`config.mk`:
```
export PLATFORM = sky130hd
export DESIGN_NAME = l2_bus_arbiter_2port
export DESIGN_NICKNAME = d
export VERILOG_FILES = /design/src/rtl/l2_arb_pkg.sv /design/src/rtl/l2_bus_arbiter_2port_pick.sv /design/src/rtl/l2_bus_arbiter_2port.sv
export SDC_FILE = /design/constraint.sdc
export NUM_CORES = 1
export LEC_CHECK = 0
export BUFFER_PORTS_ARGS = -buffer_cell sky130_fd_sc_hd__buf_2
export CORE_AREA = 2 2 80 82
export DETAILED_ROUTE_END_ITERATION = 8
export DIE_AREA = 0 0 82 84
export HOLD_SLACK_MARGIN = 0.05
export MAX_ROUTING_LAYER = met4
export PLACE_DENSITY_LB_ADDON = 0.12
export SYNTH_ARGS = -nofsm -noshare
export SYNTH_HDL_FRONTEND = slang
export SYNTH_SLANG_ARGS = --single-unit
```
`constraint.sdc`:
```
create_clock -name clk -period 2.6 [get_ports clk]
set_input_delay 0.26 -clock clk [delete_from_list [all_inputs] [get_ports clk]]
set_output_delay 0.26 -clock clk [all_outputs]
set_load 0.01 [all_outputs]
```
`src/rtl/l2_arb_pkg.sv`:
```
// Shared types for the two-port L2 bus arbiter: FSM states, grant type and port indices.
package l2_arb_pkg;

  typedef enum logic [1:0] {ARB_IDLE, ARB_GRANT, ARB_TURN} arb_state_e;
  typedef enum logic {GNT_RD, GNT_WR} gnt_type_e;

  localparam logic PORT_ICACHE = 1'b0;
  localparam logic PORT_DCACHE = 1'b1;

endpackage

```
`src/rtl/l2_bus_arbiter_2port_pick.sv`:
```
// Combinational round-robin pick: chooses the port (non-last-granted wins a tie) and the grant type
// (write beats read within a port). No state, zero latency, no backpressure.
module l2_arb_rr_pick
  import l2_arb_pkg::*;
(
  input  logic      [1:0] rd_req,
  input  logic      [1:0] wr_req,
  input  logic            last_granted,
  output logic            any_req,
  output logic            pick_port,
  output gnt_type_e       pick_type
);

  logic [1:0] port_req;

  assign port_req  = rd_req | wr_req;
  assign any_req   = |port_req;
  assign pick_port = (&port_req) ? ~last_granted : port_req[1];
  // Evict before fill: a pending write-back must leave before the refill lands.
  assign pick_type = wr_req[pick_port] ? GNT_WR : GNT_RD;

endmodule

```
`src/rtl/l2_bus_arbiter_2port.sv`:
```
// Two-port L2 bus arbiter: round-robin grant, 1-cycle request->grant from IDLE, bounded hold, 1-cycle turnaround.
// Optional L2_ARB_PERF_CNT_EN adds grant and contention counters.
module l2_bus_arbiter_2port
  import l2_arb_pkg::*;
#(
  parameter int NPORTS   = 2,
  parameter int MAX_HOLD = 16,
  parameter int HOLD_W   = 5
) (
  input  logic                   clk,
  input  logic                   rst,
  input  logic [NPORTS-1:0]      rd_req,
  input  logic [NPORTS-1:0]      wr_req,
  input  logic [NPORTS*32-1:0]   req_addr,
  input  logic [NPORTS*32-1:0]   req_wr_data,
  input  logic [NPORTS-1:0]      req_mem_en,
  input  logic [NPORTS-1:0]      req_mem_wr_en,
  output logic [NPORTS-1:0]      l2_bus_arbiter_rd_granted,
  output logic [NPORTS-1:0]      l2_bus_arbiter_wr_granted,
  output logic [31:0]            l2_mem_access_addr,
  output logic [31:0]            l2_mem_wr_data,
  output logic                   l2_mem_en,
  output logic                   l2_mem_wr_en,
  output logic                   hold_timeout
`ifdef L2_ARB_PERF_CNT_EN
  ,
  output logic [31:0]            grant_cnt_p0,
  output logic [31:0]            grant_cnt_p1,
  output logic [31:0]            contention_cnt
`endif
);

  arb_state_e        state;
  logic              gnt_port;
  gnt_type_e         gnt_type;
  logic              last_granted;
  logic [HOLD_W-1:0] hold_cnt;

  logic              any_req;
  logic              pick_port;
  gnt_type_e         pick_type;
  logic              gnt_req_bit;
  logic              hold_max;

  l2_arb_rr_pick u_pick (
    .rd_req       (rd_req),
    .wr_req       (wr_req),
    .last_granted (last_granted),
    .any_req      (any_req),
    .pick_port    (pick_port),
    .pick_type    (pick_type)
  );

  // The grant tracks only the request line it was issued for; a type change mid-grant ends it.
  assign gnt_req_bit = (gnt_type == GNT_WR) ? wr_req[gnt_port] : rd_req[gnt_port];
  assign hold_max    = (hold_cnt == HOLD_W'(MAX_HOLD - 1));

  always_ff @(posedge clk or posedge rst) begin
    if (rst) begin
      state        <= ARB_IDLE;
      gnt_port     <= PORT_ICACHE;
      gnt_type     <= GNT_RD;
      last_granted <= PORT_DCACHE;
      hold_cnt     <= '0;
      hold_timeout <= 1'b0;
    end else begin
      case (state)
        ARB_IDLE: begin
          if (any_req) begin
            state    <= ARB_GRANT;
            gnt_port <= pick_port;
            gnt_type <= pick_type;
            hold_cnt <= '0;
          end
        end
        ARB_GRANT: begin
          if (!gnt_req_bit || hold_max) begin
            state        <= ARB_TURN;
            last_granted <= gnt_port;
            if (gnt_req_bit) hold_timeout <= 1'b1;
          end else begin
            hold_cnt <= hold_cnt + 1'b1;
          end
        end
        ARB_TURN: state <= ARB_IDLE;
        default:  state <= ARB_IDLE;
      endcase
    end
  end

  always_comb begin
    l2_bus_arbiter_rd_granted = '0;
    l2_bus_arbiter_wr_granted = '0;
    l2_mem_access_addr        = '0;
    l2_mem_wr_data            = '0;
    l2_mem_en                 = 1'b0;
    l2_mem_wr_en              = 1'b0;
    if (state == ARB_GRANT) begin
      if (gnt_type == GNT_WR) l2_bus_arbiter_wr_granted[gnt_port] = 1'b1;
      else                    l2_bus_arbiter_rd_granted[gnt_port] = 1'b1;
      l2_mem_access_addr = req_addr[{gnt_port, 5'd0} +: 32];
      l2_mem_wr_data     = req_wr_data[{gnt_port, 5'd0} +: 32];
      l2_mem_en          = req_mem_en[gnt_port];
      l2_mem_wr_en       = (gnt_type == GNT_WR) && req_mem_wr_en[gnt_port];
    end
  end

`ifdef L2_ARB_PERF_CNT_EN
  always_ff @(posedge clk or posedge rst) begin
    if (rst) begin
      grant_cnt_p0   <= '0;
      grant_cnt_p1   <= '0;
      contention_cnt <= '0;
    end else if (state == ARB_IDLE) begin
      if (any_req) begin
        if (pick_port) grant_cnt_p1 <= grant_cnt_p1 + 32'd1;
        else           grant_cnt_p0 <= grant_cnt_p0 + 32'd1;
      end
      if (&(rd_req | wr_req)) contention_cnt <= contention_cnt + 32'd1;
    end
  end
`endif

endmodule

```
==> summary.txt, run 1 <==
Worst setup path
  – Highest net fanout along the worst path: 6
  – Depth of the worst register-to-register path: 6
  – Required time reported for the critical path endpoint: 2720 ps
  – Launch point of the critical path: hold_cnt[0]
  – R2r setup slk: 490 ps
  – Worst flop-to-flop path endpoint: hold_cnt[0]
  – Startpoint of the lowest-slack register-to-register path: hold_cnt[0]
  – Critical path endpoint category: flop
  – Startpoint class of the critical path: flop
  – Endpoint of the worst setup timing path: hold_cnt[0]
  – Critical path start-end classification: reg2reg
  – Arrival time of data at the critical path endpoint: 2220 ps

Pwr
  – Areal power density over the cells: 955 nW/um^2
  – Peak supply drop: 0.000499 V
  – Leakage Power: 1.71 nW

Yosys
  – Number of storage elements in the synthesis netlist: 11
  – Fraction of synthesized cell area taken by the top area cell type: 43.6%
  – Number of flops mapped to enable cells by yosys: 0
  – Area contributors post-synth: sky130_fd_sc_hd__mux2i_1 (44%), sky130_fd_sc_hd__nor2_1 (17%), sky130_fd_sc_hd__dfrtp_1 (16%)
  – Share of flip-flops with an asynchronous set or reset: 100%
  – Post-synthesis share of cell area spent on and, or, nand and nor gates: 21.7%
  – Cell taking the most area after synthesis: sky130_fd_sc_hd__mux2i_1
  – XOR/XNOR share of the synthesized area: 0%
  – Synth Area per Inst: 7.74 um^2
  – Flip-flop cell with the highest count after synthesis: sky130_fd_sc_hd__dfrtp_1
  – Syn nets: 342
  – Portion of the post-synthesis area used by sequential elements: 17.7%
  – Compound-gate portion of the synthesized area: 6.89%
  – Multiplexer share of the synthesized area: 46.4%
  – Main combinational cell family by area after synthesis: multiplexers
  – Number of synthesis warnings: 0
  – Netlist area before placement: 1560 um^2
  – Adder-Cell Fraction of Synth Area: 1.60%
  – Number of distinct library cell variants in the gate-level netlist after synthesis: 30
  – Post-Synthesis Cells: 202

Global route
  – Wire length of the first global-routing pass: 9310 um
  – Number of antenna violations at the first check in global routing: 0
  – Vias in the first global route: 2,008
  – Pin count of the biggest net entering global routing: 50
  – Remaining global-route overflow: 0
  – GRT Resource Usage Total: 17.6%

CTS
  – CTS max path bufs: 2
  – CTS root buf: sky130_fd_sc_hd__clkbuf_8
  – Clock latency on the worst-skew pair: 240 ps
  – Num CTS Buffers: 3
  – Number of H-tree levels: 1
  – Clock transition at the registers of the reported paths: 50 ps
  – CTS sink cnt: 11
  – Number of gates resized after CTS: 0
  – Clock tree from TritonCTS: yes

Route
  – Antenna Nets Post-Route: 0
  – Routed via count divided by cell count: 4.54
  – Pre-Repair DR Iteration Count: 4
  – Total via count after detailed routing: 2,175
  – Routed metal-1 wirelength: 2450 um
  – Max layer used: met4
  – Detailed Route Iter0 Violations: 32
  – Amount of wire on met3 after detailed routing: 656 um
  – Routed length on met2: 3340 um
  – DRC violations left: 0
  – Wirelength per Cell: 13.5 um
  – Total Wirelength: 6480 um

Final layout
  – Filler cells: 642
  – Antenna diode count: 0
  – Final nets: 543
  – Ratio of cells with drive above 1 in the final layout: 55.0%
  – FF/Latch Area: 280 um^2
  – Area occupied by multi-input gates: 1200 um^2
  – Count of placed standard cells in the final layout, fillers left out: 479
  – Area growth syn-to-layout: 74.3%

STA
  – Summed negative setup slack over all endpoints: 0 ps
  – Number of endpoints with negative hold slack in the final report: 0
  – Transition time at the pin with the least slew margin: 648 ps
  – Setup repair after global routing missed its margin: false
  – Final Setup Violations: 0
  – Fin crit share: 81.1%
  – Clock tree skew after final layout: 3.03 ps
  – Fin. max-slew vios: 0
  – Hold slack: 390 ps
  – Remaining max-slew budget at the tightest pin: 56.8%
  – Highest clock frequency the design can meet: 474 MHz
  – Final min period: 2110 ps

Floorplan
  – Placeable Area: 6100 um^2
  – Num rows: 29
  – Die boundary height: 84 um
  – Starting Density: 25.6%
  – Number of top-level design ports: 209
  – Die area: 6890 um^2
  – Die Span X: 82 um

Placement
  – Total of buffers placed on input and output ports: 208
  – Post-detailed-placement half-perimeter wirelength: 5280 um
  – Routability congestion estimate from global placement: 0.776
  – Dpl cells: 474

Flow run
  – Number of max-capacitance violations reported: 0

Hold path
  – Hold/Removal Path Class: in2reg

Run status
  – Run status: complete, no violations
[per-layer routing]
layer	up-vias	global-route usage (%)
met5	-	-
met4	0	3.18
met3	4	3.14
met2	132	33.1
met1	940	18.8
li1	1099	-
[synthesized netlist by cell type, drive strengths merged (3+ instances only)]
cell type and instances:
nor2 70, inv 4, mux2i 68, nand2 3, buf 9, clkbuf 7, a21oi 3, and3 3
dfrtp 10, a31o 3
[power by group]
| part | internal [W] | switching, W |
|---|---|---|
| sequential | 0.000248 | 0.0000633 |
| combinational | 0.000931 | 0.00118 |
| clock | 0.000106 | 0.0000697 |
[critical path: stages (launching register included)]
cell and delay, ps:
sky130_fd_sc_hd__dfrtp_1 400, sky130_fd_sc_hd__ha_1 230, sky130_fd_sc_hd__and3_1 200, sky130_fd_sc_hd__ha_1 210, sky130_fd_sc_hd__nor3b_1 520, sky130_fd_sc_hd__a22o_1 330
sky130_fd_sc_hd__mux2i_1 100
[worst min path at each step]
stage                    end  cells after the start  slack, ps  startpoint
detailed placement  gnt_port                      2        290         rst
floorplan           gnt_port                      1        110         rst
finish              gnt_port                      3        390   wr_req[1]
global placement    gnt_port                      2        280         rst
global route        gnt_port                      3        400   wr_req[1]
CTS                 gnt_port                      4        390   wr_req[0]
[cells by family (layout without fill, tap and decap cells)]
kind of cell,count (synthesis),after routing
simple gates,83,83
mux,71,71
buf+inv,20,220
compound gates,15,15
flops,11,11
fa+ha+maj,2,2
[flip-flops by register name, indices dropped and copies added, names as in the netlist]
register	count
gnt_port	1
gnt_type	1
hold_cnt	5
hold_timeout	1
last_granted	1
state	2
[area by class of cell]
class | count | area share (%)
multi-input combinational | 171 | 44.1
clock buffer | 3 | 1.52
clock inverter | 1 | 0.184
timing repair buffer | 212 | 39.9
inverter | 4 | 0.551
tap | 77 | 3.54
sequential | 11 | 10.3
[stage by stage]
| step | power [W] | worst slack [ps] | utilization, % | instance area [um^2] |
|---|---|---|---|---|
| after floorplan | 0.00172 | 762 | - | 1560 |
| after global placement | 0.00245 | 553 | 43.8 | 2670 |
| after detailed placement | 0.00245 | 533 | 43.8 | 2670 |
| after CTS | 0.00264 | 500 | 44.7 | 2720 |
| after global routing | 0.00284 | 350 | 44.7 | 2720 |
| final | 0.00260 | 492 | 44.7 | 2720 |
[what timing repair did]
action / CTS / global route
hold buffers: 1 / 0
endpoints found under the hold margin: 10 / 0
endpoints found under the setup margin: 0 / 0
setup buffers: 0 / 0
[cells in the final DEF (no fill, tap or decap), types with 2 or more instances in the layout]
cell type / instances
sky130_fd_sc_hd__buf_2: 208
sky130_fd_sc_hd__nor2_1: 70
sky130_fd_sc_hd__mux2i_1: 68
sky130_fd_sc_hd__dfrtp_1: 9
sky130_fd_sc_hd__a31o_1: 3
sky130_fd_sc_hd__nand2_1: 3
sky130_fd_sc_hd__and3_1: 3
sky130_fd_sc_hd__inv_1: 3
sky130_fd_sc_hd__clkbuf_8: 3
sky130_fd_sc_hd__o21a_1: 2
sky130_fd_sc_hd__a31oi_1: 2
sky130_fd_sc_hd__a21oi_1: 2
sky130_fd_sc_hd__nor3_1: 2
sky130_fd_sc_hd__mux2_1: 2
sky130_fd_sc_hd__o21ai_0: 2
sky130_fd_sc_hd__ha_1: 2
sky130_fd_sc_hd__buf_4: 2
Power figures use the tool's default switching activity.
==> inputs of run 2 (changes only) <==
- ABC_AREA: unset -> 1
- CORE_AREA: 2 2 80 82 -> 2 2 81 83
- DIE_AREA: 0 0 82 84 -> 0 0 83 85
- clock period: 2.6 -> 2.15 ns (I/O delays scaled with it)
==> summary.txt, run 2 <==
Run status
  – Run status: complete, no violations

Yosys
  – Most numerous cell types in the synthesized netlist: sky130_fd_sc_hd__nand2_1 (155), sky130_fd_sc_hd__a21oi_1 (67), sky130_fd_sc_hd__inv_1 (13)
  – Number of storage elements in the synthesis netlist: 11
  – Number of synthesis warnings: 0
  – Number of distinct library cell variants in the gate-level netlist after synthesis: 24
  – Synth Area per Inst: 5.23 um^2
  – Syn nets: 446
  – Fraction of synthesized cell area taken by the top area cell type: 36.4%
  – Cell taking the most area after synthesis: sky130_fd_sc_hd__nand2_1
  – Library cell with the highest instance count after synthesis: sky130_fd_sc_hd__nand2_1
  – Netlist area before placement: 1600 um^2
  – Number of flops mapped to enable cells by yosys: 0
  – Portion of the post-synthesis area used by sequential elements: 17.3%
  – Share of flip-flops with an asynchronous set or reset: 100%
  – Area contributors post-synth: sky130_fd_sc_hd__nand2_1 (36%), sky130_fd_sc_hd__a21oi_1 (21%), sky130_fd_sc_hd__dfrtp_1 (16%)
  – Post-Synthesis Cells: 306
  – Flip-flop cell with the highest count after synthesis: sky130_fd_sc_hd__dfrtp_1

Pwr
  – Peak supply drop: 0.000589 V
  – Power share of the sequential group: 10.3%
  – Areal power density over the cells: 1180 nW/um^2
  – Combinational fraction of design power: 83.3%
  – Leakage Power: 1.69 nW
  – Fraction of power spent switching nets: 56.7%
  – Internal portion of total power: 0.00140 W
  – Part of the power in the clock network: 6.4%
  – Sw Pwr: 0.00183 W

Flow run
  – Number of max-capacitance violations reported: 0

Worst setup path
  – R2r setup slk: 600 ps
  – Critical path start-end classification: reg2out
  – Launch point of the critical path: gnt_port
  – Startpoint of the lowest-slack register-to-register path: hold_cnt[0]
  – Worst flop-to-flop path endpoint: hold_cnt[3]
  – Endpoint of the worst setup timing path: l2_mem_wr_data[24]
  – Depth of the worst register-to-register path: 9
  – Arrival time of data at the critical path endpoint: 1680 ps
  – Highest net fanout along the worst path: 36
  – Startpoint class of the critical path: flop
  – Required time reported for the critical path endpoint: 1930 ps
  – Critical path endpoint category: output pin

Floorplan
  – Placeable Area: 6200 um^2
  – Die area: 7060 um^2
  – Number of top-level design ports: 209
  – Starting Density: 25.8%
  – Num rows: 29
  – Die Span X: 83 um
  – Die boundary height: 85 um

STA
  – Fin crit share: 88.2%
  – Summed negative setup slack over all endpoints: 0 ps
  – Number of endpoints with negative hold slack in the final report: 0
  – Worst-case setup margin in the final layout: 253 ps
  – Transition time at the pin with the least slew margin: 445 ps
  – Fin. max-slew vios: 0
  – Final min period: 1900 ps
  – Final Setup Violations: 0
  – Highest clock frequency the design can meet: 527 MHz
  – Setup repair after global routing missed its margin: false
  – Clock tree skew after final layout: 4.33 ps
  – Remaining max-slew budget at the tightest pin: 70.4%

CTS
  – CTS max path bufs: 2
  – Number of H-tree levels: 1
  – CTS root buf: sky130_fd_sc_hd__clkbuf_8
  – Setup Buffers After CTS: 0
  – Clock transition at the registers of the reported paths: 50 ps
  – Num CTS Buffers: 3
  – Clock tree from TritonCTS: yes
  – CTS sink cnt: 11
  – Clock latency on the worst-skew pair: 240 ps

Final layout
  – Filler cells: 704
  – Area growth syn-to-layout: 71.7%
  – Largest registers in the final layout: hold_cnt x5, state x2
  – Ratio of cells with drive above 1 in the final layout: 45.4%
  – Most frequent cells in the layout: sky130_fd_sc_hd__buf_2 (208), sky130_fd_sc_hd__nand2_1 (155), sky130_fd_sc_hd__a21oi_1 (67), sky130_fd_sc_hd__inv_1 (13)
  – Most common library cell in the layout ignoring fill and taps: sky130_fd_sc_hd__buf_2
  – Count of placed standard cells in the final layout, fillers left out: 580
  – Top register by number of flip-flops: hold_cnt
  – Max FFs per register: 5
  – Area of all placed cells without fillers: 2750 um^2
  – Final nets: 643

Placement
  – Routability congestion estimate from global placement: 0.805
  – Dpl cells: 574
  – Placed Area: 2690 um^2
  – Total of buffers placed on input and output ports: 208
  – Pre-CTS setup slack: 412 ps
  – Post-detailed-placement half-perimeter wirelength: 5510 um

Route
  – Antenna Nets Post-Route: 0
  – Wirelength per Cell: 12.1 um
  – Pre-Repair DR Iteration Count: 4
  – Total Wirelength: 7050 um
  – DRC violations left: 0
  – Detailed Route Iter0 Violations: 79
  – Total via count after detailed routing: 2,626
  – Routed via count divided by cell count: 4.53

Global route
  – Pin count of the biggest net entering global routing: 44
  – Number of antenna violations at the first check in global routing: 1
  – GRT Resource Usage Total: 19.8%
  – Remaining global-route overflow: 0
  – Wire length of the first global-routing pass: 11,400 um
  – Vias in the first global route: 2,358

Hold path
  – Hold/Removal Path Class: in2reg
  – Worst hold path cell count: 5
## run 2: cell type report
class | count | area (um^2) | area share, %
multi-input combinational | 258 | 1150 | 41.8
antenna | 1 | 2.50 | 0.0911
clock buffer | 4 | 45.0 | 1.64
tap | 77 | 96.3 | 3.51
inverter | 15 | 58.8 | 2.14
sequential | 11 | 278 | 10.1
timing repair buffer | 214 | 1120 | 40.7
## run 2: power groups by stage
stage,Sequential [W],Combinational (W),Clock [W]
after floorplan,0.000319,0.00177,0
after CTS,0.000336,0.00272,0.000215
final,0.000334,0.00269,0.000206
after global placement,0.000337,0.00271,0
after detailed placement,0.000339,0.00271,0
after global routing,0.000348,0.00303,0.000222
## run 2: logic make-up (layout without fill, tap and decap cells)
| group | count (synthesis) | count (layout) | synth area share, % |
|---|---|---|---|
| buffers and inverters | 37 | 233 | 10.9 |
| and+or+nand+nor | 182 | 182 | 46.8 |
| DFF | 11 | 11 | 17.3 |
| other | 0 | 1 | 0 |
| AOI/OAI and AO/OA | 74 | 74 | 23.5 |
| adders and majority gates | 2 | 2 | 1.56 |
## run 2: repair_timing
action / 4_1_cts / 5_1_grt
resized for setup: 0 / 1
setup endpoints to repair: 0 / 5
hold buffers: 1 / 0
hold endpoints to repair: 10 / 0
## run 2: worst min-delay path by stage
stage / to / startpoint
6_report: gnt_type / wr_req[1]
3_3_place_gp: gnt_type / rst
4_1_cts: gnt_type / wr_req[1]
5_1_grt: gnt_type / wr_req[1]
2_1_floorplan: gnt_port / rst
3_5_place_dp: gnt_type / rst
## run 2: worst max-delay path, cell delays in order (launching register included)
cell                      delay [ps]
sky130_fd_sc_hd__dfrtp_2         380
sky130_fd_sc_hd__buf_4           330
sky130_fd_sc_hd__buf_6           310
sky130_fd_sc_hd__nand2_1          80
sky130_fd_sc_hd__a21oi_1         180
sky130_fd_sc_hd__buf_2           150
## run 2: through the flow
step                power, W  hold WS, ps  util [%]
floorplan            0.00209         66.7         -
global placement     0.00304          242      43.3
detailed placement   0.00305          234      43.3
CTS                  0.00327          331      44.2
global route         0.00360          381      44.3
finish               0.00323          345      44.3
## run 2: metal layers
layer  track usage (%)  up-vias  wire length [um]
li1                  -     1369                 -
met1              23.7     1129              2820
met2              34.4      115              3550
met3              3.02       13               512
met4              5.81        0               157
met5                 -        -                 0
==> inputs of run 3 (changes only) <==
- CELL_PAD_IN_SITES_DETAIL_PLACEMENT: unset -> 1
- CELL_PAD_IN_SITES_GLOBAL_PLACEMENT: unset -> 2
- CORE_AREA: 2 2 81 83 -> unset
- CORE_MARGIN: unset -> 2
- CORE_UTILIZATION: unset -> 12
- DIE_AREA: 0 0 83 85 -> unset
- MAX_ROUTING_LAYER: met4 -> unset
==> summary.txt, run 3 (synthesis results as in run 2) <==
CTS
  – Clock tree from TritonCTS: yes
  – Clock transition at the registers of the reported paths: 40 ps
  – Number of H-tree levels: 1
  – Num CTS Buffers: 3
  – Hold-fix buffers, CTS: 1
  – CTS max path bufs: 2
  – Clock latency on the worst-skew pair: 240 ps
  – Setup Buffers After CTS: 0
  – CTS sink cnt: 11
  – CTS root buf: sky130_fd_sc_hd__clkbuf_16
  – Number of gates resized after CTS: 0

Final layout
  – Area growth syn-to-layout: 83.3%
  – Largest registers in the final layout: hold_cnt x5, state x2
  – Area occupied by multi-input gates: 1150 um^2
  – FF/Latch Area: 278 um^2
  – Ratio of cells with drive above 1 in the final layout: 45.7%
  – Antenna diode count: 0
  – Final nets: 646
  – Top register by number of flip-flops: hold_cnt
  – Most common library cell in the layout ignoring fill and taps: sky130_fd_sc_hd__buf_2
  – Filler cells: 1,720
  – Most frequent cells in the layout: sky130_fd_sc_hd__buf_2 (208), sky130_fd_sc_hd__nand2_1 (155), sky130_fd_sc_hd__a21oi_1 (67), sky130_fd_sc_hd__inv_1 (13)
  – Area of all placed cells without fillers: 2930 um^2
  – Max FFs per register: 5

Worst setup path
  – Critical path start-end classification: reg2out
  – Highest net fanout along the worst path: 21
  – Arrival time of data at the critical path endpoint: 1590 ps
  – Startpoint class of the critical path: flop
  – R2r setup slk: 630 ps
  – Endpoint of the worst setup timing path: l2_mem_wr_data[21]
  – Startpoint of the lowest-slack register-to-register path: hold_cnt[0]
  – Launch point of the critical path: state[1]
  – Worst flop-to-flop path endpoint: hold_cnt[2]
  – Depth of the worst register-to-register path: 9
  – Critical path endpoint category: output pin
  – Required time reported for the critical path endpoint: 1930 ps

Floorplan
  – Num rows: 42
  – Die Span X: 119 um
  – Die boundary height: 119 um
  – Number of top-level design ports: 209
  – Placeable Area: 13,100 um^2
  – Die area: 14,300 um^2
  – Starting Density: 12.2%

Global route
  – GRT Resource Usage Total: 12.1%
  – Number of antenna violations at the first check in global routing: 0
  – Wire length of the first global-routing pass: 14,200 um
  – Vias in the first global route: 2,716
  – Pin count of the biggest net entering global routing: 70
  – Remaining global-route overflow: 0

STA
  – Remaining max-slew budget at the tightest pin: 69.0%
  – Number of endpoints with negative hold slack in the final report: 0
  – Summed negative setup slack over all endpoints: 0 ps
  – Fin. max-slew vios: 0
  – Setup repair after global routing missed its margin: false
  – Highest clock frequency the design can meet: 553 MHz
  – Final min period: 1810 ps
  – Worst-case setup margin in the final layout: 343 ps
  – Clock tree skew after final layout: 2.42 ps
  – Fin crit share: 84.0%
  – Final Setup Violations: 0
  – Transition time at the pin with the least slew margin: 464 ps

Pwr
  – Leakage Power: 1.72 nW
  – Peak supply drop: 0.000422 V
  – Pwr Total: 0.00353 W
  – Areal power density over the cells: 1200 nW/um^2

Route
  – Antenna Nets Post-Route: 0
  – Total via count after detailed routing: 2,690
  – Detailed Route Iter0 Violations: 67
  – Routed via count divided by cell count: 3.95
  – DRC violations left: 0
  – Wirelength per Cell: 13.5 um
  – Pre-Repair DR Iteration Count: 4
  – Total Wirelength: 9190 um

Placement
  – Placed Area: 2850 um^2
  – Routability congestion estimate from global placement: 0.737
  – Pre-CTS setup slack: 568 ps
  – Post-detailed-placement half-perimeter wirelength: 7450 um
  – Total of buffers placed on input and output ports: 208

Hold path
  – Hold/Removal Path Class: in2reg

Run status
  – Run status: complete, no violations

Flow run
  – Number of max-capacitance violations reported: 0
## run 3: how the worst min path moves through the flow
stage          depth (start not counted)       from  endpoint
2_1_floorplan                          1        rst  gnt_port
3_3_place_gp                           2        rst  gnt_type
3_5_place_dp                           2        rst  gnt_type
4_1_cts                                5  wr_req[1]  gnt_type
5_1_grt                                5  wr_req[1]  gnt_type
6_report                               5  wr_req[1]  gnt_type
## run 3: through the flow
stage | utilization, % | std cells | hold slack, ps
floorplan | - | 306 | 66.7
global placement | 21.7 | 676 | 250
detailed placement | 21.7 | 676 | 253
CTS | 22.3 | 681 | 355
global route | 22.3 | 681 | 395
finish | 22.3 | 681 | 355
## run 3: where the power goes
group          total (W)  switching (W)  internal [W]
Sequential      0.000340      0.0000591      0.000281
Combinational    0.00285        0.00181       0.00104
Clock           0.000337      0.0000888      0.000249
## run 3: layer usage
layer,GRT usage [%],part of all wire [%]
met3,2.35,7.8
met1,14.7,42
met2,22.5,50
met5,0,0
met4,1.32,0.34
## run 3: worst max-delay path, stage by stage, from the launching register on
cell and delay, ps:
sky130_fd_sc_hd__dfrtp_1 400, sky130_fd_sc_hd__nor2_4 190, sky130_fd_sc_hd__inv_2 200, sky130_fd_sc_hd__buf_4 240
sky130_fd_sc_hd__a21oi_1 160, sky130_fd_sc_hd__buf_2 160
## run 3: final cells by class
class | count | share of cell area (%)
Clock buffer | 4 | 2.69
Multi-Input combinational cell | 258 | 39.2
Sequential cell | 11 | 9.47
Timing Repair Buffer | 217 | 39.1
Inverter | 15 | 2.00
Tap cell | 176 | 7.51
